File: src/rtl/fetch_sequencer_pkg.sv
// Shared types and defaults for the fetch sequencer slice: FSM state
// encoding, next-PC select encoding and the default datapath widths.
package fetch_sequencer_pkg;

   localparam int ADDR_W_DEF  = 32;
   localparam int INSTR_W_DEF = 32;

   typedef enum logic [2:0] {
      ST_IDLE    = 3'd0,
      ST_FETCH   = 3'd1,
      ST_DELIVER = 3'd2,
      ST_RESOLVE = 3'd3,
      ST_HALTED  = 3'd4
   } fseq_state_t;

   // HOLD means the PC keeps its value (pc_halt stays high).
   typedef enum logic [1:0] {
      NPC_SEQ  = 2'd0,
      NPC_BR   = 2'd1,
      NPC_JMP  = 2'd2,
      NPC_HOLD = 2'd3
   } npc_sel_t;

endpackage

File: src/rtl/fetch_sequencer_if.sv
// Bundle of the PC, instruction-memory and decode/execute signals seen by
// the fetch sequencer. master = sequencer side, slave = surrounding core.
interface fetch_sequencer_if #(
   parameter int ADDR_W  = 32,
   parameter int INSTR_W = 32
);
   logic [ADDR_W-1:0]  pc_cur;
   logic [ADDR_W-1:0]  pc_next;
   logic               pc_halt;
   logic               imem_req;
   logic               imem_ack;
   logic [INSTR_W-1:0] imem_rdata;
   logic [INSTR_W-1:0] instr;
   logic               instr_valid;
   logic               dec_ready;
   logic               resolve_valid;
   logic               br_taken;
   logic [ADDR_W-1:0]  br_target;
   logic               jmp;
   logic [ADDR_W-1:0]  jmp_target;
   logic               halt_req;
   logic               halted;
   logic [31:0]        retire_count;

   modport master (
      input  pc_cur, imem_ack, imem_rdata, dec_ready, resolve_valid,
             br_taken, br_target, jmp, jmp_target, halt_req,
      output pc_next, pc_halt, imem_req, instr, instr_valid, halted,
             retire_count
   );

   modport slave (
      output pc_cur, imem_ack, imem_rdata, dec_ready, resolve_valid,
             br_taken, br_target, jmp, jmp_target, halt_req,
      input  pc_next, pc_halt, imem_req, instr, instr_valid, halted,
             retire_count
   );
endinterface

File: src/rtl/fetch_sequencer_next_pc_mux.sv
// Combinational next-PC selector. HOLD still produces pc_cur + 1 so the
// PC input never floats to an arbitrary value while the PC is frozen.
module next_pc_mux
   import fetch_sequencer_pkg::*;
#(
   parameter int ADDR_W = ADDR_W_DEF
) (
   input  npc_sel_t            sel,
   input  logic [ADDR_W-1:0]   pc_cur,
   input  logic [ADDR_W-1:0]   br_target,
   input  logic [ADDR_W-1:0]   jmp_target,
   output logic [ADDR_W-1:0]   pc_next
);
   logic [ADDR_W-1:0] pc_inc_s;

   // Word-addressed increment; wraps naturally at the top of the space.
   assign pc_inc_s = pc_cur + {{(ADDR_W-1){1'b0}}, 1'b1};

   // Pick the PC source requested by the sequencer.
   always_comb begin
      pc_next = pc_inc_s;
      case (sel)
         NPC_SEQ:  pc_next = pc_inc_s;
         NPC_BR:   pc_next = br_target;
         NPC_JMP:  pc_next = jmp_target;
         NPC_HOLD: pc_next = pc_inc_s;
         default:  pc_next = pc_inc_s;
      endcase
   end
endmodule

File: src/rtl/fetch_sequencer.sv
// Multi-cycle fetch controller: fetches one instruction, hands it to
// decode, waits for execute to resolve it, then lets the PC load exactly
// once with the selected next address. HALT freezes the core until reset.
module fetch_sequencer
   import fetch_sequencer_pkg::*;
#(
   parameter int ADDR_W  = ADDR_W_DEF,
   parameter int INSTR_W = INSTR_W_DEF
) (
   input logic               clk,
   input logic               reset,
   fetch_sequencer_if.master bus
);
   fseq_state_t        state_r;
   logic               imem_req_r;
   logic               instr_valid_r;
   logic [INSTR_W-1:0] instr_r;
   logic               halted_r;
   logic [31:0]        retire_count_r;
   npc_sel_t           npc_sel_s;
   logic [ADDR_W-1:0]  pc_next_s;

   // Next-PC select: only a resolution seen in RESOLVE releases the PC;
   // halt beats jump, jump beats branch, branch beats sequential.
   always_comb begin
      npc_sel_s = NPC_HOLD;
      if ((state_r == ST_RESOLVE) && bus.resolve_valid) begin
         if (bus.halt_req) begin
            npc_sel_s = NPC_HOLD;
         end else if (bus.jmp) begin
            npc_sel_s = NPC_JMP;
         end else if (bus.br_taken) begin
            npc_sel_s = NPC_BR;
         end else begin
            npc_sel_s = NPC_SEQ;
         end
      end else begin
         npc_sel_s = NPC_HOLD;
      end
   end

   next_pc_mux #(.ADDR_W(ADDR_W)) u_next_pc_mux (
      .sel        (npc_sel_s),
      .pc_cur     (bus.pc_cur),
      .br_target  (bus.br_target),
      .jmp_target (bus.jmp_target),
      .pc_next    (pc_next_s)
   );

   // Sequencer FSM with registered request/valid/halted outputs, the
   // instruction latch and the retire counter.
   always_ff @(posedge clk) begin
      if (reset) begin
         state_r        <= ST_IDLE;
         imem_req_r     <= 1'b0;
         instr_valid_r  <= 1'b0;
         instr_r        <= {INSTR_W{1'b0}};
         halted_r       <= 1'b0;
         retire_count_r <= 32'd0;
      end else begin
         case (state_r)
            ST_IDLE: begin
               state_r    <= ST_FETCH;
               imem_req_r <= 1'b1;
            end
            ST_FETCH: begin
               if (bus.imem_ack) begin
                  instr_r       <= bus.imem_rdata;
                  imem_req_r    <= 1'b0;
                  instr_valid_r <= 1'b1;
                  state_r       <= ST_DELIVER;
               end
            end
            ST_DELIVER: begin
               if (bus.dec_ready) begin
                  instr_valid_r <= 1'b0;
                  state_r       <= ST_RESOLVE;
               end
            end
            ST_RESOLVE: begin
               if (bus.resolve_valid) begin
                  if (bus.halt_req) begin
                     halted_r <= 1'b1;
                     state_r  <= ST_HALTED;
                  end else begin
                     retire_count_r <= retire_count_r + 32'd1;
                     imem_req_r     <= 1'b1;
                     state_r        <= ST_FETCH;
                  end
               end
            end
            ST_HALTED: begin
               state_r <= ST_HALTED;
            end
            default: begin
               state_r       <= ST_IDLE;
               imem_req_r    <= 1'b0;
               instr_valid_r <= 1'b0;
               halted_r      <= 1'b0;
            end
         endcase
      end
   end

   assign bus.pc_next      = pc_next_s;
   assign bus.pc_halt      = (npc_sel_s == NPC_HOLD);
   assign bus.imem_req     = imem_req_r;
   assign bus.instr        = instr_r;
   assign bus.instr_valid  = instr_valid_r;
   assign bus.halted       = halted_r;
   assign bus.retire_count = retire_count_r;
endmodule
File: src/flat_wrapper.sv
// flat-port wrapper written by rule: the top's interface ports become plain ports
module fetch_sequencer_flat import fetch_sequencer_pkg::*;
#(
   parameter int ADDR_W  = ADDR_W_DEF,
   parameter int INSTR_W = INSTR_W_DEF
)
  (clk, reset, bus_pc_cur, bus_imem_ack, bus_imem_rdata, bus_dec_ready, bus_resolve_valid, bus_br_taken, bus_br_target, bus_jmp, bus_jmp_target, bus_halt_req, bus_pc_next, bus_pc_halt, bus_imem_req, bus_instr, bus_instr_valid, bus_halted, bus_retire_count);
  fetch_sequencer_if #(.ADDR_W(ADDR_W), .INSTR_W(INSTR_W)) bus_i ();
  input logic clk;
  input logic reset;
  input wire logic [$bits(bus_i.pc_cur)-1:0] bus_pc_cur;
  input wire logic [$bits(bus_i.imem_ack)-1:0] bus_imem_ack;
  input wire logic [$bits(bus_i.imem_rdata)-1:0] bus_imem_rdata;
  input wire logic [$bits(bus_i.dec_ready)-1:0] bus_dec_ready;
  input wire logic [$bits(bus_i.resolve_valid)-1:0] bus_resolve_valid;
  input wire logic [$bits(bus_i.br_taken)-1:0] bus_br_taken;
  input wire logic [$bits(bus_i.br_target)-1:0] bus_br_target;
  input wire logic [$bits(bus_i.jmp)-1:0] bus_jmp;
  input wire logic [$bits(bus_i.jmp_target)-1:0] bus_jmp_target;
  input wire logic [$bits(bus_i.halt_req)-1:0] bus_halt_req;
  output wire logic [$bits(bus_i.pc_next)-1:0] bus_pc_next;
  output wire logic [$bits(bus_i.pc_halt)-1:0] bus_pc_halt;
  output wire logic [$bits(bus_i.imem_req)-1:0] bus_imem_req;
  output wire logic [$bits(bus_i.instr)-1:0] bus_instr;
  output wire logic [$bits(bus_i.instr_valid)-1:0] bus_instr_valid;
  output wire logic [$bits(bus_i.halted)-1:0] bus_halted;
  output wire logic [$bits(bus_i.retire_count)-1:0] bus_retire_count;
  assign bus_i.pc_cur = bus_pc_cur;
  assign bus_i.imem_ack = bus_imem_ack;
  assign bus_i.imem_rdata = bus_imem_rdata;
  assign bus_i.dec_ready = bus_dec_ready;
  assign bus_i.resolve_valid = bus_resolve_valid;
  assign bus_i.br_taken = bus_br_taken;
  assign bus_i.br_target = bus_br_target;
  assign bus_i.jmp = bus_jmp;
  assign bus_i.jmp_target = bus_jmp_target;
  assign bus_i.halt_req = bus_halt_req;
  assign bus_pc_next = bus_i.pc_next;
  assign bus_pc_halt = bus_i.pc_halt;
  assign bus_imem_req = bus_i.imem_req;
  assign bus_instr = bus_i.instr;
  assign bus_instr_valid = bus_i.instr_valid;
  assign bus_halted = bus_i.halted;
  assign bus_retire_count = bus_i.retire_count;
  fetch_sequencer #(.ADDR_W(ADDR_W), .INSTR_W(INSTR_W)) u_core (.clk(clk), .reset(reset), .bus(bus_i));
endmodule
File: config.mk
export PLATFORM = sky130hd
export DESIGN_NAME = fetch_sequencer_flat
export DESIGN_NICKNAME = d
export VERILOG_FILES = /design/src/rtl/fetch_sequencer_pkg.sv /design/src/rtl/fetch_sequencer_if.sv /design/src/rtl/fetch_sequencer_next_pc_mux.sv /design/src/rtl/fetch_sequencer.sv /design/src/flat_wrapper.sv
export SDC_FILE = /design/constraint.sdc
export NUM_CORES = 1
export LEC_CHECK = 0
export ABC_AREA = 0
export CAP_MARGIN = 30
export CORE_MARGIN = 3
export CORE_UTILIZATION = 43
export DETAILED_ROUTE_END_ITERATION = 10
export HOLD_SLACK_MARGIN = 0.02
export PLACE_DENSITY = 0.94
export SLEW_MARGIN = 30
export SYNTH_ARGS = -nofsm -noshare
export SYNTH_HDL_FRONTEND = slang
export SYNTH_HIERARCHICAL = 1
export SYNTH_SLANG_ARGS = --single-unit
File: constraint.sdc
create_clock -name clk -period 6 [get_ports clk]
set_input_delay 1.2 -clock clk [delete_from_list [all_inputs] [get_ports clk]]
set_output_delay 1.2 -clock clk [all_outputs]
set_load 0.01 [all_outputs]
Yosys cells after proc, flatten, opt, wreduce, memory -nomap -nowiden
Index checks and enable logic that the tools add are counted.
{"block": "op_classes", "addsub": 2, "eq_ne": 12, "mux": 20, "bitwise_logic": 4, "n_reduce_logical": 13}
{"operator": "case mux 32 bit (3 select lines)", "count": 1}
{"operator": "adder 32 x 1 -> 32 bit, second input constant", "count": 2}
{"operator": "case mux 3 bit (5 select lines)", "count": 1}
{"operator": "two-way mux 3 bit", "count": 4}
{"operator": "AND reduction 3 bit", "count": 4}
{"operator": "inequality test 2 bit, second input constant", "count": 5}
{"operator": "two-way mux 1 bit", "count": 8}
{"operator": "equality test 3 x 2 -> 1 bit, second input constant", "count": 2}
{"operator": "two-way mux 2 bit", "count": 3}
{"operator": "equality test 2 bit, second input constant", "count": 2}
{"operator": "inverter 1 bit", "count": 4}
{"operator": "case mux 1 bit (4 select lines)", "count": 1}
{"operator": "AND reduction 4 bit", "count": 1}
{"operator": "OR reduction 2 bit", "count": 2}
{"operator": "OR reduction 4 bit", "count": 1}
{"operator": "equality test 3 x 1 -> 1 bit, second input constant", "count": 1}
{"operator": "equality test 3 bit, second input constant", "count": 1}
{"operator": "zero test 3 bit", "count": 1}
{"operator": "case mux 1 bit (3 select lines)", "count": 1}
{"operator": "OR reduction 3 bit", "count": 1}
{"operator": "equality test 2 x 1 -> 1 bit, second input constant", "count": 1}
{"operator": "zero test 2 bit", "count": 1}
{"operator": "case mux 1 bit (2 select lines)", "count": 1}
{"operator": "AND reduction 2 bit", "count": 1}
{"operator": "logical AND 1 bit", "count": 1}
{"block": "totals", "reg_bits": 70, "input_bits": 136, "out_inout_bits": 100, "word_cells": 57}

Logic depth before layout (Yosys ltp)
{"block": "depth", "ltp_word": 7, "depth_mapped": 11, "mapped_depth_nobuf": 9}

Cells and area by module
The synthesis kept the hierarchy.
{"mod": "fetch_sequencer", "instances": 1, "cells_per_inst": 367, "area_each_um2": 2995.4, "seq_area_each_um2": 1401.3}
{"mod": "next_pc_mux", "instances": 1, "cells_per_inst": 213, "area_each_um2": 1306.3, "seq_area_each_um2": 0.0}

Worst setup path before layout
No wires, ideal clock.
{"block": "synth_path", "path_type": "input-to-output", "startpoint": "input port bus_resolve_valid", "endpoint": "output port bus_pc_next[13]", "arrival_time_ns": 2.861, "required_ns": 4.800, "setup_slack_ns": 1.939, "cell_stages": 7, "path_buffers": 2, "cell_sequence": "nand4b_1 > or3_1 > ha_1 > clkbuf_1 > nand2b_1 > buf_1 > o221ai_1"}
{"block": "synth_between", "elab_chain_len": 5, "elab_cells_between_ends": 8, "classes_between": "eq/ne (3); mux (2); reduce/logical (3)"}
{"element": "start, declared", "line_no": "flat_wrapper.sv:15", "source": "input wire logic [$bits(bus_i.resolve_valid)-1:0] bus_resolve_valid;"}
{"element": "logical AND 1 bit (*)", "line_no": "fetch_sequencer.sv:27", "source": "if ((state_r == ST_RESOLVE) && bus.resolve_valid) begin"}
{"element": "two-way mux 2 bit (*)", "line_no": "fetch_sequencer.sv:27"}
{"element": "net u_core.npc_sel_s[1]", "line_no": "fetch_sequencer.sv:20", "source": "npc_sel_t npc_sel_s;"}
{"element": "equality test 2 bit / zero test 2 bit (equally long branches)", "line_no": "fetch_sequencer_next_pc_mux.sv:22", "source": "case (sel)"}
{"element": "OR reduction 2 bit (no source line)"}
{"element": "case mux 32 bit (3 select lines) (*)", "line_no": "fetch_sequencer_next_pc_mux.sv:22"}
{"element": "end, declared", "line_no": "flat_wrapper.sv:21", "source": "output wire logic [$bits(bus_i.pc_next)-1:0] bus_pc_next;"}
Mark *: on every way through the listed nets, which the timed path passes. The rest lies on a longest branch.

Worst setup path after layout
{"block": "layout_path", "startpoint": "input port bus_resolve_valid", "endpoint": "output port bus_pc_next[21]"}
Same word-level chain as after synthesis.

==> metrics.cfg <==
[outcome]
status = finished clean

[yosys]
synth_flop_cell = dfxtp_1
synthArstFlopShare_pct = 0
synth-seq-cells = 70
synth_warnings = 6
avgSynthCellArea_sq_um = 7.42
synth_fp_nets = 721
synth_edf_count = 0
ys_types = 50
synth_area_sq_um = 4300
ys_seq_area_share_pct = 32.6
syn_inst = 580

[placed_design]
hpwl_um = 12900
gp_congestion = 0.971
placed_area_sq_um = 6660
post-place-ws_ps = 369
io_buffers = 235

[clocking]
clk_pin_slew_worst_paths_ps = 70
postCtsSetupBuffers = 0
clockBufferDepth = 2
ctsRootBufferMaster = clkbuf_8
clkSinkCount = 70
cts_hold_buf = 0
tritoncts = yes
h-tree-depth = 3
clkLatencyLatePin_ps = 340
cts_resized = 0
cts-buffers-inserted = 9

[cells_and_area]
design_area_sq_um = 6880
antenna_cells = 0
mostFrequentLayoutCell = clkdlybuf4s50_1
drive_gt1_share_pct = 4.68
final_cell_mix = clkdlybuf4s50_1, nand2_1, a21oi_1, dfxtp_1, nand3_1
fill_cells = 717
syn_to_final_growth_pct = 59.9
fin_nets = 927

[sta]
worstMarginPinSlew_ps = 911
max_freq_mhz = 175
drv_slew = 0
setup_viol_count_final = 0
hold_viol_final = 0
period_minus_slack_ps = 5720
tns_ps = 0
fin_crit_sh_pct = 95.3
rsz0062_at_grt = false
slew_headroom_pct = 39.3
worst_slack_ps = 283
worst_clock_skew_ps = 12.8

[global_routing]
antenna_found_initial = 0
grt_max_degree = 71
grt-ovfl-total = 0
grt_pass1_wl_um = 26100
grt_use_total_pct = 28.6
grt_pass1_vias = 5159

[worst_hold_path]
hp-class = reg2reg
holdPathStages = 2

[setup_path]
crit_slowest_cell = clkdlybuf4s50_1
r2r_cells = 4
arrival_ps = 4520
slowest_delay_ps = 630
crit_path_end_kind = output port
critical-path-top-delay-family = buffers and inverters
cp_max_fo = 22
cp-start-kind = input pin
critPathKind = in2out
cp.required_ps = 4800
cp_num_buf_inv = 3
worst-path-stages = 9
crit_chain = clkdlybuf4s50_1 > nand4b_1 > nor2_1 > o21ai_0 > inv_1 > ha_1 > nand2b_1 > o221ai_1 > clkdlybuf4s50_1
cp_common_cell = clkdlybuf4s50_1

[floorplan]
dieArea_sq_um = 11200
die_h_um = 106
die_w_um = 106
initial_core_util_pct = 45.5
ioPinCount = 236
std_cell_rows = 35
coreArea_sq_um = 9460

[drt]
wl_per_cell_um = 18.2
finalWirelength_um = 16800
route.vias.total = 5239
drc_errors = 0
routed_via_density = 5.69
firstDrtPassIters = 5
drtIter0Drc = 414
ant_nets = 0

[flow_run]
max_cap_violations = 0

[power_and_ir_drop]
vdd_drop_max_mv = 0.204
p_leak_nw = 2.28
powerDensity_nw_per_um2 = 171

## metal layers
metal	GRT usage (%)	vias to the layer above	wire length [um]
li1	-	2492	-
met1	30.8	2444	6180
met2	50.3	259	8270
met3	9.47	44	1610
met4	13.8	0	694
met5	0	-	0
## worst reg2reg max path, delay by kind of cell, from the launching register on
family	cells	cell delay, ps
simple gates	3	1570
flops	1	420
compound gates	1	170
## per-stage QoR
step	total power, mW	cells	util, %	hold slack [ps]
2_1_floorplan	0.585	580	-	481
3_5_place_dp	0.760	904	70.4	446
6_report	1.17	920	72.7	456
5_1_grt	1.22	920	72.7	473
3_3_place_gp	0.754	904	70.3	441
4_1_cts	1.18	920	72.7	456
## registers in the layout (all words and copies together) (netlist names)
| signal | cells |
|---|---|
| u_core/bus.retire_count | 32 |
| u_core/state_r | 3 |
| u_core/bus.halted | 1 |
| u_core/bus.instr_valid | 1 |
| u_core/bus.instr | 32 |
| u_core/bus.imem_req | 1 |
## cell type report
class                      instances  area (sq um)  area share (%)
inverter                          18          67.6           0.982
multi-input combinational        449          2650            38.6
clock inverter                     5          82.6            1.20
tap                              129           161            2.35
sequential                        70          1400            20.4
clock buffer                      11           141            2.06
timing repair buffer             238          2370            34.5
## synth_stat cells (all sizes together), types with 4 or more instances
cell type / n / area share, %
and3: 5 / 0.73
nor3: 7 / 0.93
buf: 8 / 1.3
a221oi: 5 / 1.0
nand2: 133 / 12
inv: 18 / 1.6
or3: 8 / 1.2
dfxtp: 70 / 33
and2: 4 / 0.58
o31ai: 17 / 3.0
nand4: 21 / 3.4
o21ai: 18 / 2.1
a21oi: 72 / 8.4
ha: 5 / 1.5
nor4: 5 / 1.6
a22oi: 5 / 0.87
clkbuf: 35 / 3.1
and4: 5 / 1.0
o221ai: 18 / 3.8
nand3: 25 / 2.9
or4: 19 / 3.5
xnor2: 13 / 2.6
nor2: 19 / 1.7
xor2: 22 / 4.5
## final timing paths
path	end	slack, ps	start
max	bus_pc_next[21]	280	bus_resolve_valid
max reg2reg	u_core/bus.retire_count[17]	3780	u_core/bus.retire_count[2]
min reg2reg	u_core/bus.instr[3]	460	u_core/bus.instr[3]
min	u_core/bus.instr[3]	460	u_core/bus.instr[3]
## power by group
part	internal [mW]	switching, mW
Combinational	0.154	0.108
Clock	0.245	0.177
Sequential	0.479	0.0110
## cells by family after synthesis
group | after synthesis | share of synthesized area, %
AND/OR/NAND/NOR | 265 | 32.0
AO/OA/AOI/OAI | 143 | 20.7
flip-flops | 70 | 32.6
buffers and inverters | 61 | 5.96
XOR/XNOR | 35 | 7.13
adder cells (fa/ha/maj) | 5 | 1.45
multiplexers | 1 | 0.233
(Power assumes the default switching activity.)
